**src/rtl/coax_tx.sv**
```systemverilog
// Manchester coax transmit serializer: quiesce + code violation + chained words
// (sync, 10 data bits MSB first, even parity) + end sequence, paced by coax_bit_timer.

module coax_bit_timer #(
  parameter int CLOCKS_PER_BIT = 8
) (
  input  logic clk,
  input  logic reset,
  input  logic clear,
  output logic first_half,
  output logic second_half,
  output logic end_strobe
);
  localparam int CW = $clog2(CLOCKS_PER_BIT);

  logic [CW-1:0] cnt_q, cnt_d;

  assign first_half  = cnt_q < CW'(CLOCKS_PER_BIT / 2);
  assign second_half = ~first_half;
  assign end_strobe  = cnt_q == CW'(CLOCKS_PER_BIT - 1);

  always_comb begin
    cnt_d = cnt_q + 1'b1;
    if (clear || end_strobe) cnt_d = '0;
  end

  always_ff @(posedge clk or posedge reset) begin
    if (reset) cnt_q <= '0;
    else       cnt_q <= cnt_d;
  end
endmodule

module coax_tx #(
  parameter int CLOCKS_PER_BIT = 8
) (
  input  logic       clk,
  input  logic       reset,
  input  logic [9:0] data,
  input  logic       strobe,
  output logic       ready,
  output logic       active,
  output logic       tx
);
  typedef enum logic [2:0] {
    S_IDLE, S_QUIESCE, S_CV, S_SYNC, S_DATA, S_PARITY, S_END
  } state_t;

  state_t     state_q, state_d;
  logic [3:0] cell_q, cell_d;
  logic [9:0] buf_q, buf_d, shift_q, shift_d;
  logic       buf_full_q, buf_full_d;
  logic       par_q, par_d;
  logic       active_q, active_d, tx_q, tx_d;

  logic accept, start, timer_clr, frame_on;
  logic first_half, second_half, end_strobe;
  logic cell_f, cell_s;

  coax_bit_timer #(.CLOCKS_PER_BIT(CLOCKS_PER_BIT)) u_timer (
    .clk(clk), .reset(reset), .clear(timer_clr),
    .first_half(first_half), .second_half(second_half), .end_strobe(end_strobe)
  );

  assign ready  = ~buf_full_q;
  assign active = active_q;
  assign tx     = tx_q;

  // A buffered word waiting in IDLE starts only once active has been low a cycle.
  assign accept    = strobe & ~buf_full_q;
  assign start     = (state_q == S_IDLE) & (accept | buf_full_q) & ~active_q;
  assign timer_clr = (state_q == S_IDLE) & ~start;
  assign frame_on  = (state_q != S_IDLE) | start;

  always_comb begin
    state_d    = state_q;
    cell_d     = cell_q;
    buf_d      = buf_q;
    buf_full_d = buf_full_q;
    shift_d    = shift_q;
    par_d      = par_q;
    cell_f     = 1'b1;
    cell_s     = 1'b0;

    if (accept) begin
      buf_d      = data;
      buf_full_d = 1'b1;
    end

    case (state_q)
      S_IDLE: if (start) begin
        state_d = S_QUIESCE;
        cell_d  = '0;
      end
      S_QUIESCE: if (end_strobe) begin
        cell_d = cell_q + 4'd1;
        if (cell_q == 4'd4) begin
          state_d = S_CV;
          cell_d  = '0;
        end
      end
      S_CV: begin
        cell_f = (cell_q == 4'd2);
        cell_s = (cell_q != 4'd0);
        if (end_strobe) begin
          cell_d = cell_q + 4'd1;
          if (cell_q == 4'd2) state_d = S_SYNC;
        end
      end
      S_SYNC: if (end_strobe) begin
        state_d = S_DATA;
        cell_d  = '0;
      end
      S_DATA: begin
        cell_f = shift_q[9];
        cell_s = ~shift_q[9];
        if (end_strobe) begin
          shift_d = {shift_q[8:0], 1'b0};
          cell_d  = cell_q + 4'd1;
          if (cell_q == 4'd9) state_d = S_PARITY;
        end
      end
      S_PARITY: begin
        cell_f = par_q;
        cell_s = ~par_q;
        if (end_strobe) begin
          state_d = buf_full_q ? S_SYNC : S_END;
          cell_d  = '0;
        end
      end
      S_END: begin
        cell_f = (cell_q != 4'd0);
        cell_s = 1'b1;
        if (end_strobe) begin
          cell_d = cell_q + 4'd1;
          if (cell_q == 4'd1) state_d = S_IDLE;
        end
      end
      default: state_d = S_IDLE;
    endcase

    // Entering SYNC hands the buffered word to the shifter.
    if (state_d == S_SYNC && state_q != S_SYNC) begin
      shift_d    = buf_q;
      par_d      = ^buf_q;
      buf_full_d = 1'b0;
    end

    active_d = frame_on;
    tx_d     = frame_on & ((first_half & cell_f) | (second_half & cell_s));
  end

  always_ff @(posedge clk or posedge reset) begin
    if (reset) begin
      state_q    <= S_IDLE;
      cell_q     <= '0;
      buf_q      <= '0;
      buf_full_q <= 1'b0;
      shift_q    <= '0;
      par_q      <= 1'b0;
      active_q   <= 1'b0;
      tx_q       <= 1'b0;
    end else begin
      state_q    <= state_d;
      cell_q     <= cell_d;
      buf_q      <= buf_d;
      buf_full_q <= buf_full_d;
      shift_q    <= shift_d;
      par_q      <= par_d;
      active_q   <= active_d;
      tx_q       <= tx_d;
    end
  end
endmodule

```
**config.mk**
```make
export PLATFORM = sky130hd
export DESIGN_NAME = coax_tx
export DESIGN_NICKNAME = d
export VERILOG_FILES = /design/src/rtl/coax_tx.sv
export SDC_FILE = /design/constraint.sdc
export NUM_CORES = 1
export LEC_CHECK = 0
export ABC_AREA = 1
export BUFFER_PORTS_ARGS = -buffer_cell sky130_fd_sc_hd__clkbuf_2
export CAP_MARGIN = 40
export CORE_UTILIZATION = 60
export DETAILED_ROUTE_END_ITERATION = 16
export PLACE_DENSITY = 0.79
export SLEW_MARGIN = 20
export SYNTH_ARGS = -nofsm -noshare
export SYNTH_HDL_FRONTEND = slang
export SYNTH_SLANG_ARGS = --single-unit
```
**constraint.sdc**
```tcl
create_clock -name clk -period 2.3 [get_ports clk]
set_input_delay 0.345 -clock clk [delete_from_list [all_inputs] [get_ports clk]]
set_output_delay 0.345 -clock clk [all_outputs]
set_load 0.02 [all_outputs]
```
==> results by group, run 1 <==
Routing
  – Iteration-0 DRC Markers: 104
  – Drt total wl: 4287 um
  – DRC Markers: 0
  – Antenna Nets Post-Route: 0
  – WL per Instance: 12.72 um
  – First-pass DRT Iterations: 4
  – Via density: 5.145
  – DR vias: 1,734

Synthesis
  – Sequential fraction of the synthesis area: 39.33%
  – Library cells used by synthesis: 34
  – Synthesized cell area: 2163 um2
  – Syn. warnings: 0
  – Synth Register Bits: 34
  – Synth Net Count: 293
  – Syn Area/Cell: 7.924 um2
  – Mapped Cells: 273

Clocking
  – Hold_buf cts: 0
  – Worst-Skew Late Latency: 340 ps
  – Clk buf depth: 2
  – Clk sinks: 34
  – Root buffer cell: clkbuf_4
  – CTS tree: built
  – CTS H-tree lvls: 2
  – Post-CTS Resized: 0
  – Clk slew on worst S/H paths: 110 ps
  – CTS buffer count: 5

Cells and area
  – Fraction of layout cells with a size suffix above 1: 24.74%
  – Fin nets: 311
  – Most frequent cells in the layout: nand2_1 (72), dfrtp_1 (34), inv_1 (27)
  – Commonest non-fill, non-tap cell in the layout: nand2_1
  – Area grow syn2layout: 8.271%
  – Ant. Diodes: 0

Floorplanning
  – CORE AREA: 3390 um2
  – Num rows: 21
  – Die X: approximately 62 um
  – Die area: 3850 um2
  – Ports: 16
  – Starting Density: 63.82%
  – Die H: 62.05 um

STA
  – Setup TNS: 0 ps
  – Slew margin rel.: 64.25%
  – FMAX: 0.4903 GHz
  – Setup-failing EPs final: 0
  – Max Clock Skew: around 9.7 ps
  – Worst-margin pin slew: 535.0 ps
  – Period utilisation layout: 88.67%
  – Final Slew Violations: 0
  – Final hold violations: 0
  – RSZ-0062 raised after global routing: no
  – Fin crit period: 2039 ps
  – Setup ws final: 260.6 ps

Worst setup path
  – Critical Path Sink Type: flip-flop
  – CP Max Fanout: 12
  – Critical Path RT: ~2600 ps
  – Crit path from: u_timer.cnt_q[0]$_DFF_PP0_
  – Critical path startpoint category: flip-flop
  – Worst r2r src: u_timer.cnt_q[0]$_DFF_PP0_
  – Setup CP Type: flip-flop to flip-flop
  – Crit path DAT: about 2300 ps

Global route
  – First-pass GRT wire length: 6699 um
  – Grt met1 use: 35.39%
  – Vias in the first global route: 1,449
  – Total grt overflow: 0
  – Largest net degree at the start of global routing: 35
  – GRT Util Overall: between 20% and 30%
  – GR met3 Demand/Resource: between 6 and 7%
  – Met2 usage: a little under two fifths
  – Initial antenna violation count: 0
  – Busiest layer in global routing: met2

Power and ir drop
  – Logic gate share of total power: ~8.4%
  – Switching share of power: 23.39%
  – Pwr/cell area: 505.5 nW/um2
  – Sequential Power Share: 52.9%
  – P_int: between 0.0009 and 0.001 W
  – NetSw: 0.0002769 W
  – Pwr Total: 0.001184 W
  – Leakage power: 1.242 nW
  – Peak VDD IR: 0.3761 mV
  – Clock power share: 38.6%

Placed design
  – Final HPWL DP: about 3200 um
  – IO buf count: 15
  – Pre-CTS WS: around 260 ps
  – Gpl congestion: ~0.93

Flow run
  – Total of max-cap violations: 0

Status
  – Status: finished, final reports clean

Min path
  – Worst hold path class: primary input to asynchronous set/reset pin
-- kinds of logic (layout without fill, tap and decap cells) --
group                    after synthesis  count (layout)  share of synthesized area [%]
AO/OA/AOI/OAI                         21              21                          5.437
XOR/XNOR                               6               6                          2.429
adder cells (fa/ha/maj)                7               7                          4.048
buffers and inverters                 41              58                          8.733
flip-flops                            34              34                          39.33
multiplexers                           1               1                         0.5205
AND/OR/NAND/NOR                      163             164                          39.50
-- sequential cells by signal, summed over array words and instances (netlist names) --
signal,flops
active,1
buf_full_q,1
buf_q,10
cell_q,4
par_q,1
shift_q,10
state_q,3
tx,1
u_timer.cnt_q,3
-- layer usage --
| layer | up-vias | part of all wire, % |
|---|---|---|
| met2 | 40 | 45 |
| met5 | - | 0 |
| met4 | 0 | 1.2 |
| met3 | 8 | 4.7 |
| met1 | 788 | 49 |
| li1 | 898 | - |
-- power groups by stage --
stage / registers, W / logic, W / clock network [W]
4_1_cts: 0.000627 / 0.000101 / 0.000466
6_report: 0.000626 / 0.000100 / 0.000458
2_1_floorplan: 0.000636 / 0.0000716 / 0
3_3_place_gp: 0.000637 / 0.0000963 / 0
3_5_place_dp: 0.000638 / 0.000100 / 0
5_1_grt: 0.000629 / 0.000116 / 0.000491
-- repair_timing --
action	4_1_cts	5_1_grt
setup buffers	0	0
setup endpoints to repair	0	1
hold endpoints to repair	0	0
-- cell usage after synthesis --
cell type  instances  area, um2
nand2_1           72      270.3
dfrtp_1           34      850.8
inv_1             27      101.4
nor2_1            26      97.59
nand3_1           19      95.09
nand2_2           14      87.58
nand3_2           11      110.1
a21oi_1           10      50.05
ha_1               7      87.58
inv_2              7      26.28
o21ai_0            5      25.02
nor2_2             4      25.02
nor2_4             4      45.04
xnor2_1            4      35.03
buf_4              3      22.52
nor3_1             3      15.01
nand2_4            2      22.52
nand3b_1           2      15.01
nand4_1            2      12.51
o21ai_1            2      10.01
xor2_1             2      17.52
a22oi_1            1      7.510
buf_6              1      11.26
buf_8              1      15.01
clkbuf_1           1      3.750
clkinv_4           1      8.760
mux2_2             1      11.26
nand3_4            1      17.52
nand4_2            1      12.51
nand4_4            1      21.27
nor3b_1            1      7.510
o2111ai_1          1      8.760
o211ai_1           1      7.510
o21ai_2            1      8.760
-- critical path, cell delays in order (launching register included) --
cell	delay (ps)
dfrtp_1	370
ha_1	170
ha_1	270
nand2_1	100
nor2_1	130
nand2_2	60
nand2_1	70
nor2_2	40
nand2_2	200
nand3_2	340
nand2_2	130
nand2_1	60
nand2_1	50
-- per-stage QoR --
stage	cell area, um2	util [%]	hold WS, ps	cells
floorplan	2163	-	409.8	273
global placement	2251	66.41	418.0	329
detailed placement	2251	66.41	427.5	329
CTS	2332	68.81	67.06	336
global route	2342	69.10	86.51	337
finish	2342	69.10	59.09	337
-- path summary, 6_finish.rpt --
path / slack [ps] / depth (start not counted) / endpoint
hold / removal: 60 / 3 / active$_DFF_PP0_
setup reg to reg: 260 / 12 / shift_q[2]$_DFFE_PP0P_
min in group clk: 250 / 2 / buf_q[0]$_DFFE_PP0P_
setup / recovery: 260 / 12 / shift_q[2]$_DFFE_PP0P_
hold reg to reg: 450 / 1 / u_timer.cnt_q[0]$_DFF_PP0_
max in group asynchronous: 1930 / 3 / shift_q[0]$_DFFE_PP0P_
-- final cells by class --
cell class | instances | area, um2
clock buffers | 6 | 51.30
clock inverters | 1 | 30.03
fillers | 301 | 1047
inverters | 35 | 136.4
multi-input cells | 199 | 1134
flip-flops and latches | 34 | 850.8
well taps | 46 | 57.56
repair buffers | 16 | 82.58
Power figures use the tool's default switching activity.
==> inputs of run 2 (changes only) <==
Settings changed: CORE_ASPECT_RATIO set to 1.2.
==> run 2 against run 1 <==
Final cell count is 2.7% lower. Sequential power is essentially flat. Clock power fell by 5.9%. Utilization shrank 0.20 points. Critical path depth down 1. Critical endpoint is now shift_q[7]$_DFFE_PP0P_. Largest power group unchanged.
==> results by group, run 2 (same netlist as run 1, synthesis figures left out) <==
Routing
  – Met2 WL: 2233 um (+16%)
  – Metal3 WL: 185 um (-7.5%)
  – Via density: 5.396 (+4.9%)
  – Max Used Layer: met4
  – Antenna Nets Post-Route: 0 (unchanged)
  – Wl on met1: 1813 um (-14%)
  – Iteration-0 DRC Markers: 95 (-8.7%)
  – DR vias: 1,770 (+2.1%)
  – Drt total wl: 4395 um (+2.5%)
  – First-pass DRT Iterations: 4 (unchanged)
  – DRC Markers: 0 (unchanged)
  – WL per Instance: 13.40 um (+5.3%)

Power and ir drop
  – NetSw: 0.0002695 W (-2.7%)
  – Clock power share: 37.3% (-1.3 points)
  – Leakage power: 1.245 nW (+0.24%)
  – Pwr/cell area: 493.6 nW/um2 (-2.3%)
  – Switching share of power: 23.34% (-0.051 points)
  – P_int: 0.0008855 W (-2.4%)
  – Logic gate share of total power: 8.4% (about the same)
  – Peak VDD IR: 0.5840 mV (+55%)
  – Sequential Power Share: 54.3% (+1.4 points)

Clocking
  – Clk slew on worst S/H paths: 70 ps (-40 ps)
  – CTS H-tree lvls: 2 (unchanged)
  – CTS tree: built
  – Worst-Skew Late Latency: 280 ps (-60 ps)
  – Clk sinks: 34 (unchanged)
  – Post-CTS Resized: 0 (unchanged)
  – Root buffer cell: clkbuf_8
  – Clk buf depth: 2 (unchanged)
  – CTS buffer count: 5 (unchanged)

Worst setup path
  – CP Max Fanout: 12 (unchanged)
  – Setup CP Type: flip-flop to flip-flop
  – Critical path startpoint category: flip-flop
  – Crit path DAT: 2250 ps (-70 ps)
  – Critical Path Sink Type: flip-flop
  – Critical Path RT: 2470 ps (-110 ps)

Floorplanning
  – Num rows: 23 (+9.5%)
  – Ports: 16 (unchanged)
  – Starting Density: 63.71% (-0.12 points)
  – Die area: 3851 um2 (about the same)
  – Die X: 56.82 um (-8.4%)
  – CORE AREA: 3396 um2 (+0.18%)
  – Die H: 67.78 um (+9.2%)

STA
  – Worst-margin pin slew: 431.9 ps (-103.1 ps)
  – Setup-failing EPs final: 0 (unchanged)
  – Slew margin rel.: 71.14% (+6.9 points)
  – Setup TNS: 0 ps (unchanged)
  – Final hold violations: 0 (unchanged)
  – FMAX: 0.4802 GHz (-2.1%)
  – RSZ-0062 raised after global routing: no
  – Period utilisation layout: 90.54% (+1.9 points)
  – Fin crit period: 2082 ps (+42.90 ps)
  – Final Slew Violations: 0 (unchanged)
  – Max Clock Skew: 2.573 ps (-7.084 ps)
  – Hold slack: 126.3 ps (+67.17 ps)

Min path
  – Worst hold path class: primary input to asynchronous set/reset pin

Global route
  – GRT Util Overall: 25.60% (+0.93 points)
  – Total grt overflow: 0 (unchanged)
  – Initial antenna violation count: 0 (unchanged)
  – First-pass GRT wire length: 7189 um (+7.3%)
  – Vias in the first global route: 1,638 (+13%)
  – Largest net degree at the start of global routing: 35 (unchanged)

Placed design
  – IO buf count: 15 (unchanged)
  – Final HPWL DP: 3276 um (+2.1%)
  – Gpl congestion: 0.9109 (-1.8%)

Cells and area
  – Multi-input gate area: 1134 um2 (unchanged)
  – Largest regs: buf_q (10), shift_q (10), cell_q (4)
  – Fraction of layout cells with a size suffix above 1: 24.74% (unchanged)
  – Commonest non-fill, non-tap cell in the layout: nand2_1
  – Most frequent cells in the layout: nand2_1 (72), dfrtp_1 (34), inv_1 (27)
  – Fin nets: 312 (+0.32%)
  – Ant. Diodes: 0 (unchanged)
  – Area grow syn2layout: 8.155%
  – Layout fillers: 284 (-5.6%)
  – FF/Latch Area: 850.8 um2 (unchanged)

Status
  – Status: finished, final reports clean

Flow run
  – Total of max-cap violations: 0 (unchanged)
-- run 2: cell types whose count changed in the layout (fill, tap and decap cells not counted), sizes merged --
cell,change
bufinv,-1
buf,+1
-- run 2: area by class of cell --
| type | count | share of cell area [%] |
|---|---|---|
| flip-flops and latches | 34 | 36.36 |
| inverters | 35 | 5.829 |
| well taps | 37 | 1.979 |
| multi-input cells | 199 | 48.45 |
| repair buffers | 17 | 3.850 |
| clock buffers | 6 | 3.529 |
-- run 2: stage by stage --
step | total power (W) | setup WS, ps | instances | util [%] | instance area [um2]
4_1_cts | 0.001165 | 213.4 | 327 | 68.61 | 2330
2_1_floorplan | 0.0007074 | 590.9 | 273 | - | 2163
3_3_place_gp | 0.0007320 | 316.7 | 321 | 66.18 | 2247
6_report | 0.001155 | 217.7 | 328 | 68.90 | 2340
5_1_grt | 0.001197 | 22.98 | 328 | 68.90 | 2340
3_5_place_dp | 0.0007362 | 222.8 | 321 | 66.18 | 2247
-- run 2: per-layer routing --
metal  up-vias  global-route usage (%)
met5         -                       0
met4         0                   15.24
met3        12                   6.322
met2        45                   45.54
met1       814                   27.87
li1        899                       -
-- run 2: what timing repair did --
| action | in CTS | in global routing |
|---|---|---|
| hold buffers | 0 | 0 |
| setup buffers | 0 | 0 |
| setup endpoints to repair | 0 | 2 |
-- run 2: power by group through the flow --
stage	clock network (W)	registers (W)	logic, W
floorplan	0	0.000636	0.0000716
global placement	0	0.000638	0.0000945
detailed placement	0	0.000638	0.0000979
CTS	0.000440	0.000627	0.0000983
global route	0.000455	0.000629	0.000112
finish	0.000431	0.000627	0.0000965
-- run 2: critical path: stages, from the launching register on --
cell and delay, ps:
dfrtp_1 350, ha_1 170, ha_1 270, nand2_1 100, nor2_1 140, nand2_2 60
nand2_1 70, nor2_2 40, nand2_2 220, nand3_2 340, nand3_2 140, nand2_1 60
-- run 2: worst paths after layout --
path / slack, ps / to / cells after the start / from
max in group asynchronous: 1860 / shift_q[5]$_DFFE_PP0P_ / 3 / reset
min in group clk: 310 / buf_q[4]$_DFFE_PP0P_ / 3 / data[4]
setup / recovery: 220 / shift_q[7]$_DFFE_PP0P_ / 11 / u_timer.cnt_q[0]$_DFF_PP0_
setup reg to reg: 220 / shift_q[7]$_DFFE_PP0P_ / 11 / u_timer.cnt_q[0]$_DFF_PP0_
hold reg to reg: 440 / u_timer.cnt_q[0]$_DFF_PP0_ / 1 / u_timer.cnt_q[0]$_DFF_PP0_
hold / removal: 130 / state_q[2]$_DFF_PP0_ / 3 / reset
==> inputs of run 3 (changes only) <==
Settings changed: CORE_UTILIZATION 60 to 64, PLACE_DENSITY 0.79 to 0.84.
Clock period 2.3 ns to 2.4 ns, I/O delays scaled along.
==> run 3 against run 2 <==
Clock power decreased by 24%. Combinational power down 4.0%. Critical path depth did not move. Die area is 6.0% lower. Final cell count down 0.30%. Total power is 12% lower. Flip-flop and latch count stayed put. Global-route usage is 1.9 points higher. Critical endpoint is now par_q$_DFFE_PP0N_. Largest cell class unchanged. Largest power group unchanged.
==> results by group, run 3 (same netlist as run 1, synthesis figures left out) <==
Status
  – Status: finished, final reports clean

STA
  – Period utilisation layout: 87.54% (-3.0 points)
  – Setup-failing EPs final: 0 (unchanged)
  – Slew margin rel.: 65.08% (-6.1 points)
  – Worst-margin pin slew: 522.5 ps (+90.64 ps)
  – Final Slew Violations: 0 (unchanged)
  – Hold slack: 72.50 ps (-53.76 ps)
  – Setup TNS: 0 ps (unchanged)
  – Final hold violations: 0 (unchanged)
  – FMAX: 0.4760 GHz (-0.89%)
  – Fin crit period: 2101 ps (+18.69 ps)
  – Max Clock Skew: 6.442 ps (+3.869 ps)
  – RSZ-0062 raised after global routing: no

Routing
  – Iteration-0 DRC Markers: 47 (-51%)
  – Metal3 WL: 152 um (-18%)
  – Met2 WL: 2172 um (-2.7%)
  – First-pass DRT Iterations: 4 (unchanged)
  – Antenna Nets Post-Route: 0 (unchanged)
  – Wl on met1: 1630 um (-10%)
  – Via density: 5.379 (-0.32%)
  – Drt total wl: 4097 um (-6.8%)
  – DRC Markers: 0 (unchanged)
  – DR vias: 1,759 (-0.62%)
  – WL per Instance: 12.53 um (-6.5%)
  – Max Used Layer: met4

Placed design
  – IO buf count: 15 (unchanged)
  – Gpl congestion: 0.8913 (-2.2%)
  – Placed instance area: 2238 um2 (-0.39%)
  – Final HPWL DP: 3202 um (-2.3%)

Cells and area
  – Fin nets: 310 (-0.64%)
  – Commonest non-fill, non-tap cell in the layout: nand2_1
  – Post-route cell area: 2298 um2 (-1.8%)
  – Most frequent cells in the layout: nand2_1 (72), dfrtp_1 (34), inv_1 (27)
  – Fraction of layout cells with a size suffix above 1: 24.40% (-0.34 points)
  – Util after Layout: 73.25% (+4.3 points)
  – Ant. Diodes: 0 (unchanged)
  – FF/Latch Area: 850.8 um2 (unchanged)
  – Largest regs: buf_q (10), shift_q (10), cell_q (4)
  – Area grow syn2layout: 6.246%
  – Multi-input gate area: 1124 um2 (-0.88%)
  – Layout fillers: 268 (-5.6%)

Worst setup path
  – Setup CP Type: flip-flop to flip-flop
  – Critical Path Stages: 11 (unchanged)
  – Critical Path RT: 2630 ps (+160 ps)
  – Worst-path cell chain: ha_1 > ha_1 > nand2_1 > nor2_1 > nand2_2 > nand2_1 > nor2_2 > nand2_2 > nand3_4 > nand2_1 > o21ai_2
  – R2R Setup Slk: 300 ps (+80 ps)
  – Worst R2R Path Depth: 11 (unchanged)
  – Critical Path Sink Type: flip-flop
  – Biggest cell delay along the critical path: 360 ps (about the same)
  – Most used cell, CP: nand2_1
  – Critical path's slowest cell: dfrtp_1
  – CP delay by family, top: simple AND/OR/NAND/NOR gates
  – Crit path DAT: 2330 ps (+80 ps)
  – CP Max Fanout: 22 (+10)
  – Worst r2r src: u_timer.cnt_q[0]$_DFF_PP0_
  – Bufs and invs on worst path: 0 (unchanged)
  – R2r endpoint: par_q$_DFFE_PP0N_
  – Critical path startpoint category: flip-flop

Clocking
  – Clk slew on worst S/H paths: 100 ps (+30 ps)
  – Hold_buf cts: 0 (unchanged)
  – Post-CTS Setup Inserts: 0 (unchanged)
  – CTS tree: built
  – Post-CTS Resized: 0 (unchanged)
  – Clk buf depth: 2 (unchanged)
  – Clk sinks: 34 (unchanged)
  – CTS H-tree lvls: 2 (unchanged)
  – Root buffer cell: clkbuf_4
  – CTS buffer count: 5 (unchanged)
  – Worst-Skew Late Latency: 340 ps (+60 ps)

Power and ir drop
  – Pwr/cell area: 443.9 nW/um2 (-10%)
  – Leakage power: 1.233 nW (-1.0%)
  – Pwr Total: 0.001020 W (-12%)
  – Peak VDD IR: 0.5443 mV (-6.8%)

Floorplanning
  – Starting Density: 68.94% (+5.2 points)
  – Ports: 16 (unchanged)
  – Die H: 65.69 um (-3.1%)
  – CORE AREA: 3138 um2 (-7.6%)
  – Num rows: 22 (-4.3%)
  – Die area: 3618 um2 (-6.0%)
  – Die X: 55.08 um (-3.1%)

Flow run
  – Total of max-cap violations: 0 (unchanged)

Global route
  – Initial antenna violation count: 0 (unchanged)
  – First-pass GRT wire length: 6851 um (-4.7%)
  – Largest net degree at the start of global routing: 35 (unchanged)
  – GRT Util Overall: 27.49% (+1.9 points)
  – Total grt overflow: 0 (unchanged)
  – Vias in the first global route: 1,677 (+2.4%)

Min path
  – Worst hold path class: primary input to asynchronous set/reset pin
run 3: cell types whose count changed in the layout (fill, tap and decap cells not counted):
cell,delta
nand3_2,-1
clkbuf_8,-5
clkbuf_4,+5
clkbuf_1,+1
clkinv_2,+1
buf_4,-1
run 3: worst reg2reg max path, stage by stage (launching register included):
cell,delay (ps)
dfrtp_1,360
ha_1,170
ha_1,280
nand2_1,110
nor2_1,140
nand2_2,60
nand2_1,70
nor2_2,40
nand2_2,180
nand3_4,330
nand2_1,190
o21ai_2,60
run 3: area by class of cell:
type | count | share of cell area [%]
clock inverters | 1 | 0.2177
multi-input cells | 198 | 48.88
clock buffers | 7 | 2.395
well taps | 36 | 1.960
repair buffers | 16 | 3.593
inverters | 35 | 5.934
flip-flops and latches | 34 | 37.02
run 3: how the worst max path moves through the flow:
stage	startpoint	to	slack, ps
final	u_timer.cnt_q[0]$_DFF_PP0_	par_q$_DFFE_PP0N_	300
after floorplan	u_timer.cnt_q[0]$_DFF_PP0_	shift_q[1]$_DFFE_PP0P_	690
after global routing	u_timer.cnt_q[0]$_DFF_PP0_	par_q$_DFFE_PP0N_	90
after CTS	u_timer.cnt_q[0]$_DFF_PP0_	par_q$_DFFE_PP0N_	300
after global placement	u_timer.cnt_q[0]$_DFF_PP0_	par_q$_DFFE_PP0N_	420
after detailed placement	u_timer.cnt_q[0]$_DFF_PP0_	par_q$_DFFE_PP0N_	300
run 3: stage by stage:
step,std cells,worst slack [ps]
final,327,299.0
after global routing,327,87.29
after CTS,327,296.2
after detailed placement,319,300.9
after global placement,319,421.8
after floorplan,273,690.9
run 3: report_power, final:
part / internal, W / switching (W)
Combinational: 0.0000395 / 0.0000531
Clock: 0.000142 / 0.000185
Sequential: 0.000587 / 0.0000134
run 3: per-layer routing:
layer  track usage [%]  vias up
met5                 0        -
met4             14.06        0
met3             6.944       14
met2             48.64       35
met1             28.42      814
li1                  -      896
